[src/rtl/card_rom_arbiter_if.sv]
// card_rom_arbiter_if: requester/ROM bus bundle shared by the card ROM arbiter and its users
interface card_rom_arbiter_if #(
   parameter int N_REQ  = 4,
   parameter int ADDR_W = 15,
   parameter int DATA_W = 12
);
   logic [N_REQ-1:0]        req;
   logic [N_REQ*ADDR_W-1:0] addr;
   logic                    vblank;
   logic [N_REQ-1:0]        gnt;
   logic [ADDR_W-1:0]       rom_addr;
   logic [DATA_W-1:0]       rom_data;
   logic [DATA_W-1:0]       rdata;
   logic [N_REQ-1:0]        rvalid;
   modport master (output req, addr, vblank, rom_data, input gnt, rom_addr, rdata, rvalid);
   modport slave  (input req, addr, vblank, rom_data, output gnt, rom_addr, rdata, rvalid);
endinterface

[src/rtl/card_rom_arbiter.sv]
// card_rom_arbiter: round-robin burst arbiter for the shared card ROM; ARB_VBLANK_PRIO_EN gives requester 0 vblank priority
module card_rom_arbiter #(
   parameter int N_REQ     = 4,
   parameter int ADDR_W    = 15,
   parameter int DATA_W    = 12,
   parameter int MAX_BURST = 16
) (
   input logic             clk,
   input logic             rst_n,
   card_rom_arbiter_if.slave bus
);
   localparam int PW = $clog2(N_REQ);
   localparam int CW = $clog2(MAX_BURST + 1);
   localparam logic [0:0] IDLE = 1'b0;
   localparam logic [0:0] BUSY = 1'b1;
   localparam logic [N_REQ-1:0] ONE = {{(N_REQ-1){1'b0}}, 1'b1};
   logic [0:0]        state;
   logic [PW-1:0]     owner;
   logic [PW-1:0]     ptr;
   logic [PW-1:0]     win;
   logic              found;
   logic [CW-1:0]     burst_cnt;
   logic [ADDR_W-1:0] addr_q;
   logic [N_REQ-1:0]  beat_d1;
   logic              beat;
   logic              at_limit;
   logic              rearb;
   logic              prio;
   logic              no_limit;
`ifdef ARB_VBLANK_PRIO_EN
   assign prio     = bus.vblank && bus.req[0];
   assign no_limit = bus.vblank && owner == '0;
`else
   logic unused_vblank;
   assign unused_vblank = bus.vblank;
   assign prio          = 1'b0;
   assign no_limit      = 1'b0;
`endif
   assign beat         = state == BUSY && bus.req[owner];
   assign at_limit     = burst_cnt == CW'(MAX_BURST - 1);
   assign rearb        = state == IDLE || !bus.req[owner] || (beat && at_limit && !no_limit);
   assign bus.rom_addr = beat ? bus.addr[owner*ADDR_W +: ADDR_W] : addr_q;
   // pick the first requester at or after ptr; downward scan lets the closest one win
   always_comb begin
      win   = '0;
      found = 1'b0;
      for (int k = N_REQ - 1; k >= 0; k--) begin
         if (bus.req[(int'(ptr) + k) % N_REQ]) begin
            win   = PW'((int'(ptr) + k) % N_REQ);
            found = 1'b1;
         end
      end
      if (prio) begin
         win   = '0;
         found = 1'b1;
      end
   end
   // grant state, burst counting and the two-stage read-return pipeline
   always_ff @(posedge clk) begin
      if (!rst_n) begin
         state      <= IDLE;
         owner      <= '0;
         ptr        <= '0;
         burst_cnt  <= '0;
         addr_q     <= '0;
         beat_d1    <= '0;
         bus.gnt    <= '0;
         bus.rvalid <= '0;
         bus.rdata  <= '0;
      end else begin
         addr_q     <= bus.rom_addr;
         beat_d1    <= beat ? ONE << owner : '0;
         bus.rvalid <= beat_d1;
         if (|beat_d1) bus.rdata <= bus.rom_data;
         if (rearb) begin
            state     <= found ? BUSY : IDLE;
            bus.gnt   <= found ? ONE << win : '0;
            burst_cnt <= '0;
            if (found) begin
               owner <= win;
               ptr   <= (win == PW'(N_REQ - 1)) ? '0 : win + 1'b1;
            end
         end else if (beat && !at_limit) begin
            burst_cnt <= burst_cnt + 1'b1;
         end
      end
   end
   a_gnt_onehot: assert property (@(posedge clk) disable iff (!rst_n) $onehot0(bus.gnt));
   a_rvalid_onehot: assert property (@(posedge clk) disable iff (!rst_n) $onehot0(bus.rvalid));
endmodule
[src/flat_wrapper.sv]
// flat-port wrapper written by rule: the top's interface ports become plain ports
module card_rom_arbiter_flat 
#(
   parameter int N_REQ     = 4,
   parameter int ADDR_W    = 15,
   parameter int DATA_W    = 12,
   parameter int MAX_BURST = 16
)
  (clk, rst_n, bus_req, bus_addr, bus_vblank, bus_rom_data, bus_gnt, bus_rom_addr, bus_rdata, bus_rvalid);
  card_rom_arbiter_if #(.N_REQ(N_REQ), .ADDR_W(ADDR_W), .DATA_W(DATA_W)) bus_i ();
  input logic clk;
  input logic rst_n;
  input wire logic [$bits(bus_i.req)-1:0] bus_req;
  input wire logic [$bits(bus_i.addr)-1:0] bus_addr;
  input wire logic [$bits(bus_i.vblank)-1:0] bus_vblank;
  input wire logic [$bits(bus_i.rom_data)-1:0] bus_rom_data;
  output wire logic [$bits(bus_i.gnt)-1:0] bus_gnt;
  output wire logic [$bits(bus_i.rom_addr)-1:0] bus_rom_addr;
  output wire logic [$bits(bus_i.rdata)-1:0] bus_rdata;
  output wire logic [$bits(bus_i.rvalid)-1:0] bus_rvalid;
  assign bus_i.req = bus_req;
  assign bus_i.addr = bus_addr;
  assign bus_i.vblank = bus_vblank;
  assign bus_i.rom_data = bus_rom_data;
  assign bus_gnt = bus_i.gnt;
  assign bus_rom_addr = bus_i.rom_addr;
  assign bus_rdata = bus_i.rdata;
  assign bus_rvalid = bus_i.rvalid;
  card_rom_arbiter #(.N_REQ(N_REQ), .ADDR_W(ADDR_W), .DATA_W(DATA_W), .MAX_BURST(MAX_BURST)) u_core (.clk(clk), .rst_n(rst_n), .bus(bus_i));
endmodule
[config.mk]
export PLATFORM = sky130hd
export DESIGN_NAME = card_rom_arbiter_flat
export DESIGN_NICKNAME = d
export VERILOG_FILES = /design/src/rtl/card_rom_arbiter_if.sv /design/src/rtl/card_rom_arbiter.sv /design/src/flat_wrapper.sv
export SDC_FILE = /design/constraint.sdc
export NUM_CORES = 1
export LEC_CHECK = 0
export ABC_AREA = 0
export BUFFER_PORTS_ARGS = -buffer_cell sky130_fd_sc_hd__buf_2
export CORE_MARGIN = 1.5
export CORE_UTILIZATION = 30
export DETAILED_ROUTE_END_ITERATION = 6
export MAX_ROUTING_LAYER = met4
export SLEW_MARGIN = 20
export SYNTH_ARGS = -nofsm -noshare
export SYNTH_HDL_FRONTEND = slang
export SYNTH_SLANG_ARGS = --single-unit
[constraint.sdc]
create_clock -name clk -period 1.9 [get_ports clk]
set_input_delay 0.095 -clock clk [delete_from_list [all_inputs] [get_ports clk]]
set_output_delay 0.095 -clock clk [all_outputs]
set_load 0.05 [all_outputs]
=== Word level (Yosys, flattened, before mapping) ===
Index checks and enable logic that the tools add are counted.

* Register bits after elaboration: 49
* Latch bits: 0
* Bits in writable memories: 0
* Bits in read-only memories: 0
* Bits of input ports: 79
* Output and inout port bits: 35
* Memories: 0

* Add/sub/neg operators: 5
* Multiply operators: 1
* Div/mod/pow operators: 0
* Order comparisons: 5
* Equal/unequal tests: 2
* Shift operators: 3
* Mux-type cells: 25
* Bitwise logic cells: 5
* Reductions and logical operators: 14

{| class="wikitable"
|+ Operator list
! cell !! count
|-
| $shiftx 60x7->15 || 1
|-
| $mux 15 || 1
|-
| $mux 1 || 13
|-
| $lt 3x4->1 const B || 3
|-
| $bmux 1 s2 || 5
|-
| $mux 2 || 5
|-
| $reduce_or 2->1 || 4
|-
| $shl 1x2->4 const A || 2
|-
| $lt 2x3->1 const B || 2
|-
| $mul 2x4->6 const B || 1
|-
| $add 5x1->5 const B || 1
|-
| $eq 5x4->1 const B || 1
|-
| $add 2x1->2 const B || 2
|-
| $add 2x2->2 const B || 2
|-
| $mux 4 || 1
|-
| $reduce_and 2->1 || 2
|-
| $reduce_or 4->1 || 1
|-
| $and 1x1->1 const A || 3
|-
| $logic_and 1x1->1 || 3
|-
| $eq 2x2->1 const B || 1
|-
| $logic_not 1->1 || 2
|-
| $logic_or 1x1->1 || 2
|-
| $not 1->1 || 2
|}

=== Depth between registers and ports, before layout ===
* Word-level depth: 12
* Depth in mapped cells: 7
* Mapped depth without buffers: 7

=== Worst setup path after synthesis ===
No wires, ideal clock.

* Path type: register -> register
* From: register u_core.burst_cnt[0]
* To: register u_core.owner[1]
* Setup time: 0.116 ns
* Arrival: 1.636 ns
* Path slack: 0.148 ns
* Cell stages (with the launch flop): 8
* Clock period less this slack: 1.752 ns
* Cell sequence: dfxtp_1 ha_1 and3_1 ha_1 and3b_4 a221oi_4 nor3_1 a31o_2

* Word-level cells in the longest chain between the ends: 4

{| class="wikitable"
|+ Ends and longest elaborated chain
! element !! line !! source
|-
| start: declaration || card_rom_arbiter.sv:22 || <nowiki>logic [CW-1:0] burst_cnt;</nowiki>
|-
| start signal: assignment || card_rom_arbiter.sv:84 || <nowiki>burst_cnt <= burst_cnt + 1'b1;</nowiki>
|-
| $eq 5x4->1 || card_rom_arbiter.sv:40 || <nowiki>assign at_limit = burst_cnt == CW'(MAX_BURST - 1);</nowiki>
|-
| $logic_and 1x1->1 || card_rom_arbiter.sv:41 || <nowiki>assign rearb = state == IDLE || !bus.req[owner] || (beat && at_limit && !no_limit);</nowiki>
|-
| $logic_or 1x1->1 || card_rom_arbiter.sv:41 ||
|-
| $reduce_and 2->1 (no line) || n/a ||
|-
| end signal: assignment || card_rom_arbiter.sv:80 || <nowiki>owner <= win;</nowiki>
|-
| end: declaration || card_rom_arbiter.sv:18 || <nowiki>logic [PW-1:0] owner;</nowiki>
|}

No other way between the ends.
A chain may end at the register's enable or synchronous reset.

=== Worst setup path in the final report ===
* From: register u_core.owner[0]
* To: output bus_rom_addr[8]

* Word-level cells in the longest chain between the ends: 4
* Elaborated cells on any way between the ends: 6
* Classes of those cells: mul: 1; shift: 1; mux: 3; reduce/logical: 1

{| class="wikitable"
|+ Ends and longest elaborated chain
! element !! line !! source
|-
| branches (longest 3 deep; another with $mul 2x4->6) || n/a ||
|-
| $mux 15 (*) || card_rom_arbiter.sv:42 || <nowiki>assign bus.rom_addr = beat ? bus.addr[owner*ADDR_W +: ADDR_W] : addr_q;</nowiki>
|-
| end: declaration || flat_wrapper.sv:18 || <nowiki>output wire logic [$bits(bus_i.rom_addr)-1:0] bus_rom_addr;</nowiki>
|}

Every way passes the cells marked *. The select of a mux whose other input is x is not followed.

==> results.py <==
metrics = {
    "grt": {
        "first_global_vias": 2000,
        "grt-ovfl-total": 0,
        "antenna_found_initial": 0,
        "met2_usage_pct": 24.8,
        "grt_max_degree": 25,
        "use_met1_pct": 15.9,
        "top_usage_layer": "met2",
        "gr-usage-met3_pct": 2.44,
        "track_usage_pct": 13.9,
        "grt_pass1_wl_um": 9250,
    },
    "sta": {
        "setup_violations": 13,
        "period_minus_slack_ps": 1930,
        "worst_pin_slew_ps": 719,
        "finClkSkew_ps": 12.9,
        "grt_setup_unrepaired": "yes",
        "hold_slack_ps": 23.9,
        "fin_ws_ps": -31.8,
        "post-route-period-util_pct": 102,
        "hold_viol_final": 0,
        "relSlewSlack_pct": 51.6,
        "setup-tns-final_ps": -228,
        "slew_viol_final": 0,
        "clock.fmax_mhz": 518,
    },
    "synthesis": {
        "ys.flop_type": "dfxtp_1",
        "yosys_warnings": 0,
        "ys_seq_area_share_pct": 39.9,
        "synth_edf_count": 0,
        "syn_inst": 223,
        "ys_types": 37,
        "synthesis.area_mm2": 0.00246,
        "syn_avg_cell_area_um2": 11.0,
        "synth_nets": 308,
        "ys_async_sr_fraction_pct": 0,
        "ys_ff_latch": 49,
    },
    "cells_and_area": {
        "nets": 436,
        "drive_gt1_share_pct": 54.5,
        "stdcell_count": 454,
        "layout_common_cells": "97 x buf_2, 45 x dfxtp_1, 30 x nand2_1",
        "final_common_cell": "buf_2",
        "diodes": 0,
        "fin_util_pct": 45.9,
        "area.growth.synth_to_final_pct": 46.6,
    },
    "run_status": {
        "status": "complete, but fails checks",
        "violations": "negative setup slack",
    },
    "die": {
        "initial_utilization_pct": 31.3,
        "die_x_um": 93.5,
        "die_h_um": 93.5,
        "num_rows": 32,
        "die_area_mm2": 0.00874,
        "io_pins": 114,
        "fp.coreArea_mm2": 0.00785,
    },
    "worst_setup_path": {
        "crit_fanout": 5,
        "cp_cell_sequence": "clkbuf_16 > mux4_2 > mux2_4 > buf_6",
        "cp-end-kind": "output port",
        "cpPeakStageDelay_ps": 490,
        "crit_buf_inv": 2,
        "path_delay_family": "multiplexers",
        "worst_path_max_delay_cell": "mux4_2",
        "reg2reg_depth": 7,
        "start_kind": "flip-flop",
        "worstSetupPathType": "flip-flop to output port",
        "required_ps": 1800,
        "crit_cells": 4,
        "crit_arrival_ps": 1840,
    },
    "clock_network": {
        "worstSkewPairLatency_ps": 310,
        "clock_tree.root_cell": "clkbuf_8",
        "clkSinkCount": 49,
        "cts_tree": "yes",
        "path_clk_slew_ps": 90,
        "cts_inserted_buffers": 5,
        "htreeDepth": 2,
        "cts_buffer_depth": 2,
    },
    "route": {
        "drtPass1Iterations": 4,
        "ant_nets": 0,
        "remaining_drc_errors": 0,
        "via_per_inst": 4.72,
        "drt_iter0_drc": 125,
        "vias": 2145,
        "wl_um": 6330,
        "wl_per_cell_um": 13.9,
    },
    "power": {
        "cellPowerDensity_mw_per_mm2": 940,
        "power.leakage_nw": 1.60,
        "vdd_drop_max_uv": 385,
        "finalPower_mw": 3.39,
    },
    "hold_path": {
        "hold_path.class": "input pin to flip-flop",
        "worstHoldPathCells": 3,
    },
    "placed_design": {
        "place.gp.congestion": 0.766,
        "port_buffers": 112,
        "dp_cells": 435,
        "dp_hpwl_um": 4580,
    },
    "flow_run": {
        "drv_cap": 0,
    },
}
==> report_power, final <==
group | switching [mW] | leakage (nW) | internal, mW
Combinational | 0.701 | 1.13 | 0.653
Sequential | 0.0577 | 0.402 | 1.11
Clock | 0.341 | 0.0681 | 0.523
==> metal layers <==
| metal | up-vias | wire length (µm) |
|---|---|---|
| met5 | - | 0 |
| met4 | 0 | 80 |
| met3 | 7 | 404 |
| met2 | 77 | 3260 |
| met1 | 1014 | 2580 |
| li1 | 1047 | - |
==> kinds of logic (layout without fill, tap and decap cells) <==
kind of cell             Yosys count  count (layout)  synth area share (%)
flip-flops                        49              49                  39.9
AO/OA/AOI/OAI                     32              32                  9.22
XOR/XNOR                           2               2                 0.713
AND/OR/NAND/NOR                   80              80                  16.5
adder cells (fa/ha/maj)            6               6                  3.05
multiplexers                      35              35                  25.7
buffers and inverters             19             148                  4.89
==> worst register-to-register path, cell delays in order (launching register included) <==
cell and delay [ps]:
dfxtp_4 370, ha_4 130, and3_1 160, ha_2 180, and3b_4 220, a221oi_4 360
nor3_1 80, a31o_2 220
==> path summary, 6_finish.rpt <==
path	start	to	slack, ps
max	u_core.owner[0]	bus_rom_addr[8]	-30
min	bus_rom_data[8]	u_core.bus.rdata[8]	20
max reg2reg	u_core.burst_cnt[0]	u_core.owner[1]	100
min reg2reg	u_core.bus.rdata[11]	u_core.bus.rdata[11]	450
==> state kept, by name, summed over array words and instances, names as in the netlist <==
signal	flops
u_core.addr_q	15
u_core.beat_d1	4
u_core.burst_cnt	5
u_core.bus.gnt	4
u_core.bus.rdata	12
u_core.bus.rvalid	4
u_core.owner	2
u_core.ptr	2
u_core.state	1
==> layout make-up <==
cell class | count | area (µm²)
clock inverters | 3 | 65.1
flip-flops and latches | 49 | 993
fillers | 758 | 4240
inverters | 8 | 30.0
multi-input cells | 155 | 1410
well taps | 102 | 128
repair buffers | 132 | 913
clock buffers | 5 | 68.8
==> stage by stage <==
stage	setup WS (ps)	instance area, µm²
6_report	-31.8	3600
5_1_grt	-81.0	3600
4_1_cts	-50.8	3410
3_5_place_dp	-16.2	3160
3_3_place_gp	14.9	3160
2_1_floorplan	148	2460
==> synthesized netlist by cell type (3+ instances only) <==
library cell	number	share of area [%]
dfxtp_1	49	40
nand3_1	5	1.0
inv_1	8	1.2
mux4_2	8	7.3
nor2_1	9	1.4
a21oi_1	21	4.3
clkbuf_1	6	0.92
and3_1	3	0.76
mux4_1	7	7.5
and2_1	19	4.8
nor4_1	4	1.0
ha_1	6	3.1
nand2_1	31	4.7
mux2_2	6	2.7
mux2_4	11	6.7
==> repair_timing <==
item	4_1_cts	5_1_grt
cloned	0	3
pin swaps	0	5
setup buffers	2	6
hold buffers	0	0
gates resized for setup	35	31
setup endpoints to repair	20	27
No activity file was read; power rests on OpenSTA's default activity.
